**config.mk**
```make
export PLATFORM = sky130hd
export DESIGN_NAME = u_divider
export DESIGN_NICKNAME = d
export VERILOG_FILES = /design/src/rtl/u_divider.sv
export SDC_FILE = /design/constraint.sdc
export NUM_CORES = 1
export LEC_CHECK = 0
export CAP_MARGIN = 20
export CORE_AREA = 4 4 198 123
export DETAILED_ROUTE_END_ITERATION = 16
export DIE_AREA = 0 0 202 127
export PLACE_DENSITY_LB_ADDON = 0.12
export SYNTH_ARGS = -nofsm -noshare
export SYNTH_HDL_FRONTEND = slang
export SYNTH_SLANG_ARGS = --single-unit
```
**constraint.sdc**
```tcl
create_clock -name clk -period 6.2 [get_ports clk]
set_clock_uncertainty 0.05 [all_clocks]
set_input_delay 1.55 -clock clk [delete_from_list [all_inputs] [get_ports clk]]
set_output_delay 1.55 -clock clk [all_outputs]
set_load 0.03 [all_outputs]
```
**src/rtl/u_divider.sv**
```systemverilog
// u_divider: iterative unsigned restoring divider.
//
// One quotient bit is produced per clock in RUN, so a division with a
// non-zero divisor takes WIDTH RUN cycles. A zero divisor skips RUN and
// goes straight to DONE with the saturated result (Q = all ones, R = A,
// dbz = 1).
//
// Handshake: start is a request qualified only by the FSM. It is accepted
// on a rising edge when the block is in IDLE and reset is low. In every
// other state it is ignored. A and B are sampled only on the accepting
// edge. done is a one-cycle completion strobe during which Q/R/dbz are
// valid. Q/R/dbz then hold until the next completion. There is no
// back-pressure on done.
module u_divider #(
  parameter int WIDTH = 32
) (
  input  logic             clk,
  input  logic             reset,
  input  logic             start,
  input  logic [WIDTH-1:0] A,
  input  logic [WIDTH-1:0] B,
  output logic [WIDTH-1:0] Q,
  output logic [WIDTH-1:0] R,
  output logic             busy,
  output logic             done,
  output logic             dbz,
  output logic [1:0]       state_dbg
);

  // Counter must be able to hold the value WIDTH itself.
  localparam int CW = $clog2(WIDTH + 1);

  localparam logic [1:0] ST_IDLE = 2'd0;
  localparam logic [1:0] ST_RUN  = 2'd1;
  localparam logic [1:0] ST_DONE = 2'd2;

  localparam logic [CW-1:0] ITER_LOAD = CW'(WIDTH);
  localparam logic [CW-1:0] ITER_ONE  = CW'(1);

  // FSM state.
  logic [1:0]       state;
  logic [1:0]       state_nxt;

  // Iteration datapath.
  // dvd starts as the dividend and fills with quotient bits from the right.
  // div holds the captured divisor for the whole operation.
  // rem is the partial remainder. It is always < div, so WIDTH bits suffice
  // for storage. The shift/subtract below is done at WIDTH+1 bits.
  logic [WIDTH-1:0] dvd;
  logic [WIDTH-1:0] div;
  logic [WIDTH-1:0] rem;
  logic [CW-1:0]    count;

  // Combinational step signals.
  logic             accept;
  logic             b_zero;
  logic             last_step;
  logic [WIDTH:0]   shifted;
  logic [WIDTH:0]   trial;
  logic             fits;
  logic [WIDTH-1:0] rem_next;
  logic [WIDTH-1:0] dvd_step;

  // Request qualification: only IDLE accepts a new operation.
  // Reset is asynchronous, so no edge with reset high ever reaches here.
  assign accept    = (state == ST_IDLE) && start;
  assign b_zero    = (B == '0);
  assign last_step = (count == ITER_ONE);

  // One restoring step.
  // 1. Shift {rem, dvd} left by one.
  // 2. Trial-subtract the divisor at WIDTH+1 bits.
  // Bit WIDTH of the trial result is the borrow. When the borrow is clear,
  // the subtraction fits: keep the difference and shift in a quotient 1.
  // Otherwise restore the shifted value and shift in a quotient 0.
  always_comb begin
    shifted  = {rem, dvd[WIDTH-1]};
    trial    = shifted - {1'b0, div};
    fits     = ~trial[WIDTH];
    rem_next = fits ? trial[WIDTH-1:0] : shifted[WIDTH-1:0];
    dvd_step = {dvd[WIDTH-2:0], fits};
  end

  // Next-state decode for the IDLE -> RUN/DONE -> IDLE sequence.
  always_comb begin
    state_nxt = state;
    case (state)
      ST_IDLE: begin
        if (start) begin
          state_nxt = b_zero ? ST_DONE : ST_RUN;
        end
      end
      ST_RUN: begin
        if (last_step) begin
          state_nxt = ST_DONE;
        end
      end
      ST_DONE: begin
        state_nxt = ST_IDLE;
      end
      default: begin
        state_nxt = ST_IDLE;
      end
    endcase
  end

  // State register.
  always_ff @(posedge clk or posedge reset) begin
    if (reset) begin
      state <= ST_IDLE;
    end else begin
      state <= state_nxt;
    end
  end

  // Operand capture on accept, then one shift/subtract per RUN cycle.
  // The loaded value WIDTH makes RUN last exactly WIDTH edges.
  always_ff @(posedge clk or posedge reset) begin
    if (reset) begin
      dvd   <= '0;
      div   <= '0;
      rem   <= '0;
      count <= '0;
    end else if (accept) begin
      dvd   <= A;
      div   <= B;
      rem   <= '0;
      count <= ITER_LOAD;
    end else if (state == ST_RUN) begin
      dvd   <= dvd_step;
      rem   <= rem_next;
      count <= count - ITER_ONE;
    end
  end

  // Result registers: loaded on the same edge that enters DONE.
  // A zero divisor enters DONE directly from the accepting edge. A normal
  // division enters DONE from the final RUN step, whose step outputs are
  // the finished quotient and remainder. At all other times Q/R/dbz hold.
  always_ff @(posedge clk or posedge reset) begin
    if (reset) begin
      Q   <= '0;
      R   <= '0;
      dbz <= 1'b0;
    end else if (accept && b_zero) begin
      Q   <= '1;
      R   <= A;
      dbz <= 1'b1;
    end else if ((state == ST_RUN) && last_step) begin
      Q   <= dvd_step;
      R   <= rem_next;
      dbz <= 1'b0;
    end
  end

  // Status flags are plain decodes of the registered state.
  assign busy      = (state == ST_RUN);
  assign done      = (state == ST_DONE);
  assign state_dbg = state;

endmodule

```
Yosys cells after proc, flatten, opt, wreduce, memory -nomap -nowiden
Cells that the tools add are included.
{"block": "totals", "ff_bits": 169, "in_bits": 67, "out_inout_bits": 69, "word_cells": 41}
{"block": "classes", "n_addsub": 2, "n_eq_ne": 5, "n_mux": 17, "bitwise": 1, "n_reduce_logical": 8}
{"cell": "$mux 32", "n": 9}
{"cell": "$sub 33x32->33", "n": 1}
{"cell": "$logic_not 32->1", "n": 1}
{"cell": "$mux 6", "n": 2}
{"cell": "$eq 6x1->1 const B", "n": 1}
{"cell": "$mux 2", "n": 3}
{"cell": "$sub 6x1->6 const B", "n": 1}
{"cell": "$pmux 2 s2", "n": 1}
{"cell": "$reduce_bool 2->1", "n": 2}
{"cell": "$logic_and 1x1->1", "n": 3}
{"cell": "$eq 2x1->1 const B", "n": 1}
{"cell": "$eq 2x2->1 const B", "n": 1}
{"cell": "$logic_not 2->1", "n": 1}
{"cell": "$mux 1", "n": 2}
{"cell": "$ne 2x1->1 const B", "n": 1}
{"cell": "$ne 2x2->1 const B", "n": 1}
{"cell": "$reduce_and 2->1", "n": 1}
{"cell": "$not 1->1", "n": 1}

Logic depth before layout (Yosys ltp)
Gate-level depths: netlist (run 1).
{"block": "logic_depth", "ltp_word": 4, "mapped_depth": 13}

Least setup slack after synthesis (run 1)
OpenSTA, ideal clock, no wires.
{"block": "synth_timing", "path_type": "input port to flip-flop", "start": "input start", "end": "register R[9]", "setup_time_ns": 0.132, "t_arrival_ns": 3.042, "path_slack_ns": 2.976, "cell_stages": 9, "path_buffers": 3, "cell_sequence": "nor2b_1 > clkbuf_1 > nand2_1 > nor3_1 > nor2_1 > clkbuf_1 > clkbuf_1 > a22oi_1 > o21ai_1"}
{"block": "synth_between", "elab_chain_len": 3}
{"item": "start: declaration", "line_no": "19", "source": "input logic start,"}
{"item": "$logic_and 1x1->1 (*)", "line_no": "66", "source": "assign accept = (state == ST_IDLE) && start;"}
{"item": "$logic_and 1x1->1 (*)", "line_no": "145", "source": "end else if (accept && b_zero) begin"}
{"item": "$mux 32 / $reduce_bool 2->1 (equally long branches)"}
{"item": "end signal: assignment", "line_no": "151", "source": "R <= rem_next;"}
{"item": "end: declaration", "line_no": "23", "source": "output logic [WIDTH-1:0] R,"}
Every way passes the cells marked *; elsewhere a longest branch is shown, timed or not.
A chain may end at the register's enable or synchronous reset.

Worst setup path in the final report (run 1)
{"block": "layout_timing", "start": "register rem[21]", "end": "register R[11]"}
{"block": "layout_between", "elab_chain_len": 4}
{"item": "start: declaration", "line_no": "51", "source": "logic [WIDTH-1:0] rem;"}
{"item": "start signal: assignment", "line_no": "131", "source": "rem <= rem_next;"}
{"item": "$sub 33x32->33", "line_no": "78", "source": "trial = shifted - {1'b0, div};"}
{"item": "$mux 32", "line_no": "80", "source": "rem_next = fits ? trial[WIDTH-1:0] : shifted[WIDTH-1:0];"}
{"item": "$mux 32", "line_no": "149", "source": "end else if ((state == ST_RUN) && last_step) begin"}
{"item": "$mux 32", "line_no": "145"}
Every way passes these cells. The select of a mux whose other input is x is not followed.

==> results of run 1 <==
synth_stat cells, types with 14 or more instances:
cell type	n
a21o_1	14
a21oi_1	30
a22oi_1	58
clkbuf_1	52
dfrtp_1	169
ha_1	34
inv_1	43
mux2i_1	27
nand2_1	189
nand3_1	14
nor2_1	18
o21ai_0	113
o21ai_1	67
xnor2_1	18
final cells by class:
type,instances,share of cell area
clock inverters,11,0.0121
well taps,315,0.0355
multi-input cells,702,0.381
flip-flops and latches,169,0.381
clock buffers,20,0.0420
repair buffers,147,0.133
inverters,46,0.0160
cell families (layout without fill, tap and decap cells):
family / after synthesis / after routing / synth area share
xor gates and xnor gates: 30 / 30 / 0.0318
DFF: 169 / 169 / 0.478
buffers and inverters: 103 / 224 / 0.0467
adders and majority gates: 35 / 35 / 0.0503
AOI/OAI and AO/OA: 340 / 340 / 0.231
and+or+nand+nor: 269 / 269 / 0.130
muxes: 28 / 28 / 0.0318
path summary, 6_finish.rpt:
check                             start  slack (ps)       to  cells past startpoint
worst max-delay path            rem[21]        1880    R[11]                     11
worst min-delay path                dbz         430      dbz                      1
worst max register to register  rem[21]        1880    R[11]                     11
worst min register to register      dbz         430      dbz                      1
max in group asynchronous         reset        3490  div[22]                      3
min in group asynchronous         reset        1620     Q[7]                      2
routing by layer:
layer / vias up / GRT usage
li1: 3667 / -
met1: 3681 / 0.355
met2: 281 / 0.255
met3: 17 / 0.0454
met4: 0 / 0.0345
met5: - / 0
metrics by stage:
step | instance area [um2] | std cells | hold slack [ps] | util
after floorplan | 8850 | 974 | 400 | -
after global placement | 10500 | 1378 | 411 | 0.463
after detailed placement | 10500 | 1378 | 417 | 0.463
after CTS | 11100 | 1409 | 432 | 0.489
after global routing | 11100 | 1410 | 449 | 0.490
final | 11100 | 1410 | 427 | 0.490
worst reg2reg max path, delay by kind of cell (launching register included):
| kind | cells | cell delay (ps) |
|---|---|---|
| adders and majority gates | 1 | 470 |
| xor gates and xnor gates | 1 | 700 |
| and+or+nand+nor | 4 | 1020 |
| AOI/OAI and AO/OA | 3 | 550 |
| muxes | 1 | 540 |
| buffers and inverters | 1 | 390 |
| DFF | 1 | 450 |
flip-flops by register name, summed over array words and instances, names as in the netlist:
register,cells
Q,32
dvd,32
rem,32
dbz,1
count,6
R,32
div,32
state_dbg,2
power by group through the flow:
stage | clock (mW) | combinational [mW] | sequential, mW
4_1_cts | 1.12 | 1.05 | 1.51
3_5_place_dp | 0 | 1.04 | 1.53
3_3_place_gp | 0 | 1.03 | 1.53
6_report | 1.10 | 1.06 | 1.52
5_1_grt | 1.17 | 1.17 | 1.54
2_1_floorplan | 0 | 0.763 | 1.45
==> impl_metrics.json, run 1 <==
{
  "cp_data_arrival_time_ps": 4560,
  "cts_resized": 0,
  "track_usage": 0.206,
  "critPathKind": "flop to flop",
  "p_int_mw": 2.37,
  "vias_per_cell": 5.42,
  "cpPeakStageDelay_ps": 700,
  "num_rows": 43,
  "crit_slowest_cell": "xnor2_4",
  "synthCells": 974,
  "finalPower_mw": 3.67,
  "netlist.top_cell.by_area": "dfrtp_1",
  "multiInputGateArea_um2": 4230,
  "cts_hold_buffers": 0,
  "min_period_over_period": 0.697,
  "switching_share": 0.354,
  "grt_pass1_wl_um": 41900,
  "portBuffers": 135,
  "setup_ws_ps": 1880,
  "p_leak_nw": 4.66,
  "syn_area_per_cell_um2": 9.08,
  "synth_fp_nets": 1076,
  "cts.path.max_buffers": 2,
  "clock_latency_ps": 440,
  "pin_count": 136,
  "switching_power_mw": 1.30,
  "synth_flop_cell": "dfrtp_1",
  "final_common_cell": "nand2_1",
  "die_w_um": 202,
  "vias": 7646,
  "period_needed_ps": 4320,
  "irDropWorstVdd_mv": 0.240,
  "dr_wl_met2_um": 9720,
  "htreeDepth": 4,
  "setup_tns_ps": 0,
  "cts_root_buf": "clkbuf_16",
  "cp_num_buf_inv": 1,
  "yosys.area.top_type_share": 0.478,
  "initial_core_util": 0.391,
  "tritoncts": "built",
  "clk_pin_slew_ps": 70,
  "setup_violations": 0,
  "drive_above_1_share": 0.0539,
  "grt_pass1_vias": 7168,
  "grt_max_degree": 104,
  "synth_cell_types": 52,
  "antenna_found_initial": 0,
  "final_cell_mix": "nand2_1, dfrtp_1, clkdlybuf4s50_1",
  "antenna_cells_inserted": 0,
  "p_comb_frac": 0.288,
  "ys_ff_latch": 169,
  "ys_async_sr_fraction": 1.00,
  "start_kind": "flop",
  "dp_hpwl_um": 18700,
  "seq_area_um2": 4230,
  "clkPwrFrac": 0.299,
  "routabilityCongestion": 0.912,
  "cellPowerDensity_nw_per_um2": 330,
  "power_frac_seq": 0.413,
  "synth_area_um2": 8850,
  "ant_nets": 0,
  "drt-met1-wl_um": 14600,
  "routed.top_layer": "met4",
  "timing.fmax_ghz": 0.231,
  "drt_first_pass_iters": 5,
  "yosys_warnings": 0,
  "die_h_um": 127,
  "drt-total-wl_um": 26400,
  "post_cts_buffers": 0,
  "relSlewSlack": 0.324,
  "final_nets": 1185,
  "yosys-top-cells-area": "dfrtp_1, nand2_1, o21ai_0",
  "place_ws_ps": 1900,
  "core_um2": 22700,
  "endpoint_kind": "flop",
  "cts_sinks": 169,
  "nFillCells": 2152,
  "crit_family": "simple AND/OR/NAND/NOR gates",
  "hold_viol": 0,
  "drv_slew": 0,
  "cp.required_ps": 6440,
  "grt.overflow.total": 0,
  "cp_max_fo": 19,
  "hp-class": "flop to flop",
  "die_area_um2": 25700,
  "drtIter0Drc": 655,
  "cts_buffers": 17,
  "worst_pin_slew_ps": 1010,
  "drc_errors": 0,
  "cp_cell_sequence": "ha_1, and2_1, nand3_1, or4b_1, a21oi_2, nor3_2, a31o_4, xnor2_4, buf_4, mux2i_1, o21ai_1",
  "wl_per_cell_um": 18.7,
  "max_cap_violations": 0,
  "synth-seq-area-share": 0.478,
  "status": "finished clean",
  "rsz0062_at_grt": "no",
  "route.met3.wl_um": 1940,
  "synth_edf_count": 0,
  "area_growth_pct": 25.5
}
(Power assumes the default switching activity.)
==> inputs of run 2 (changes only) <==
clock period = 3.8 ns   (was 6.2 ns; I/O delays follow)
==> run 2 against run 1 <==
Cell area increased by 0.74%. Setup slack worse by 1500 ps. Global-route usage up 0.73 points. Non-clock buffer count rose by 14. Power is 63% higher. Critical path depth shrank 2. Worst hold slack better by 5.3 ps. Clock-buffer cell count down 3. Routed wire length is 1.6% higher. Critical endpoint is now R[30]. Die area unchanged. Flip-flop and latch count is the same. Register-to-register slack worse by 1500 ps.
==> impl_metrics.json, run 2 (synthesized netlist as in run 1, its figures left out) <==
{
  "setup_violations": 0,
  "vias": 7559,
  "irDropWorstVdd_mv": 0.350,
  "status": "finished clean",
  "cts_buffers": 17,
  "drtIter0Drc": 609,
  "initial_core_util": 0.391,
  "tritoncts": "built",
  "p_leak_nw": 4.70,
  "pin_count": 136,
  "cp_data_arrival_time_ps": 3700,
  "cts.path.max_buffers": 2,
  "cp.required_ps": 4040,
  "core_um2": 22700,
  "cts_hold_buffers": 0,
  "clk_pin_slew_ps": 70,
  "cp_max_fo": 17,
  "htreeDepth": 4,
  "post_cts_buffers": 0,
  "final_nets": 1199,
  "period_needed_ps": 3460,
  "die_h_um": 127,
  "antenna_found_initial": 0,
  "hp-class": "flop to flop",
  "wl_per_cell_um": 18.9,
  "dp_hpwl_um": 19200,
  "endpoint_kind": "flop",
  "hold_viol": 0,
  "grt_max_degree": 148,
  "drt_first_pass_iters": 5,
  "drc_errors": 0,
  "rsz0062_at_grt": "no",
  "cts_sinks": 169,
  "vias_per_cell": 5.31,
  "relSlewSlack": 0.442,
  "track_usage": 0.213,
  "cts_root_buf": "clkbuf_16",
  "drive_above_1_share": 0.0659,
  "final_common_cell": "nand2_1",
  "grt_pass1_wl_um": 43000,
  "grt.overflow.total": 0,
  "routabilityCongestion": 0.898,
  "worst_pin_slew_ps": 837,
  "grt_pass1_vias": 7200,
  "clock_latency_ps": 440,
  "max_cap_violations": 0,
  "cts_resized": 0,
  "portBuffers": 135,
  "drt-total-wl_um": 26800,
  "cellPowerDensity_nw_per_um2": 535,
  "final_cell_mix": "nand2_1, dfrtp_1, clkdlybuf4s50_1",
  "min_period_over_period": 0.909,
  "area_growth_pct": 26.5,
  "timing.fmax_ghz": 0.289,
  "drv_slew": 0,
  "antenna_cells_inserted": 0,
  "finalPower_mw": 5.98,
  "die_w_um": 202,
  "start_kind": "primary input",
  "num_rows": 43,
  "post-route-util": 0.494,
  "critPathKind": "primary input to flop",
  "die_area_um2": 25700,
  "ant_nets": 0,
  "r2r_slack_ps": 370
}
run 2: cell types whose count changed in the layout (fill, tap and decap cells not counted):
cell / change
buf_4: +13
clkinvlp_4: +4
clkbuf_8: -3
buf_12: +2
clkinv_4: -2
buf_16: -1
buf_8: +1
clkdlybuf4s50_1: -1
clkinv_2: +1
inv_6: -1
run 2: metal layers:
layer	wire, um	global-route usage
met1	15200	0.365
met4	190	0.0458
met5	0	0
met3	1520	0.0411
met2	9970	0.267
run 2: where the power goes:
part | internal, mW | switching, mW | leakage, nW
clock network | 0.966 | 0.758 | 0.268
registers | 2.13 | 0.332 | 1.73
logic | 0.767 | 1.02 | 2.71
total | 3.87 | 2.11 | 4.70
run 2: path summary, 6_finish.rpt:
path	from	end	cells after the start
max reg2reg	rem[20]	rem[15]	11
min reg2reg	dbz	dbz	1
max	B[0]	R[30]	9
min in group asynchronous	reset	Q[2]	3
min	dbz	dbz	1
max in group asynchronous	reset	div[13]	3
run 2: layout make-up:
type | count | area [um2]
clock buffer | 17 | 425
clock inverter | 13 | 144
fill | 2173 | 11500
inverter | 46 | 176
multi-input combinational | 702 | 4230
sequential | 169 | 4230
tap | 315 | 394
timing repair buffer | 161 | 1590
run 2: through the flow:
step	hold WS [ps]	setup slack [ps]	TNS, ps	instance area, um2	instances
2_1_floorplan	400	645	0	8850	974
3_3_place_gp	408	-120	-1160	10600	1392
3_5_place_dp	420	-180	-1830	10600	1393
4_1_cts	436	287	0	11200	1423
5_1_grt	453	139	0	11200	1423
6_report	433	344	0	11200	1423
run 2: critical path, stage by stage:
cell and delay, ps:
clkdlybuf4s50_1 430, nor4_1 660, nand4_1 290, nor3_2 480
nor2_2 240, buf_8 230, a22o_1 190, a31oi_1 130
o21ai_1 80
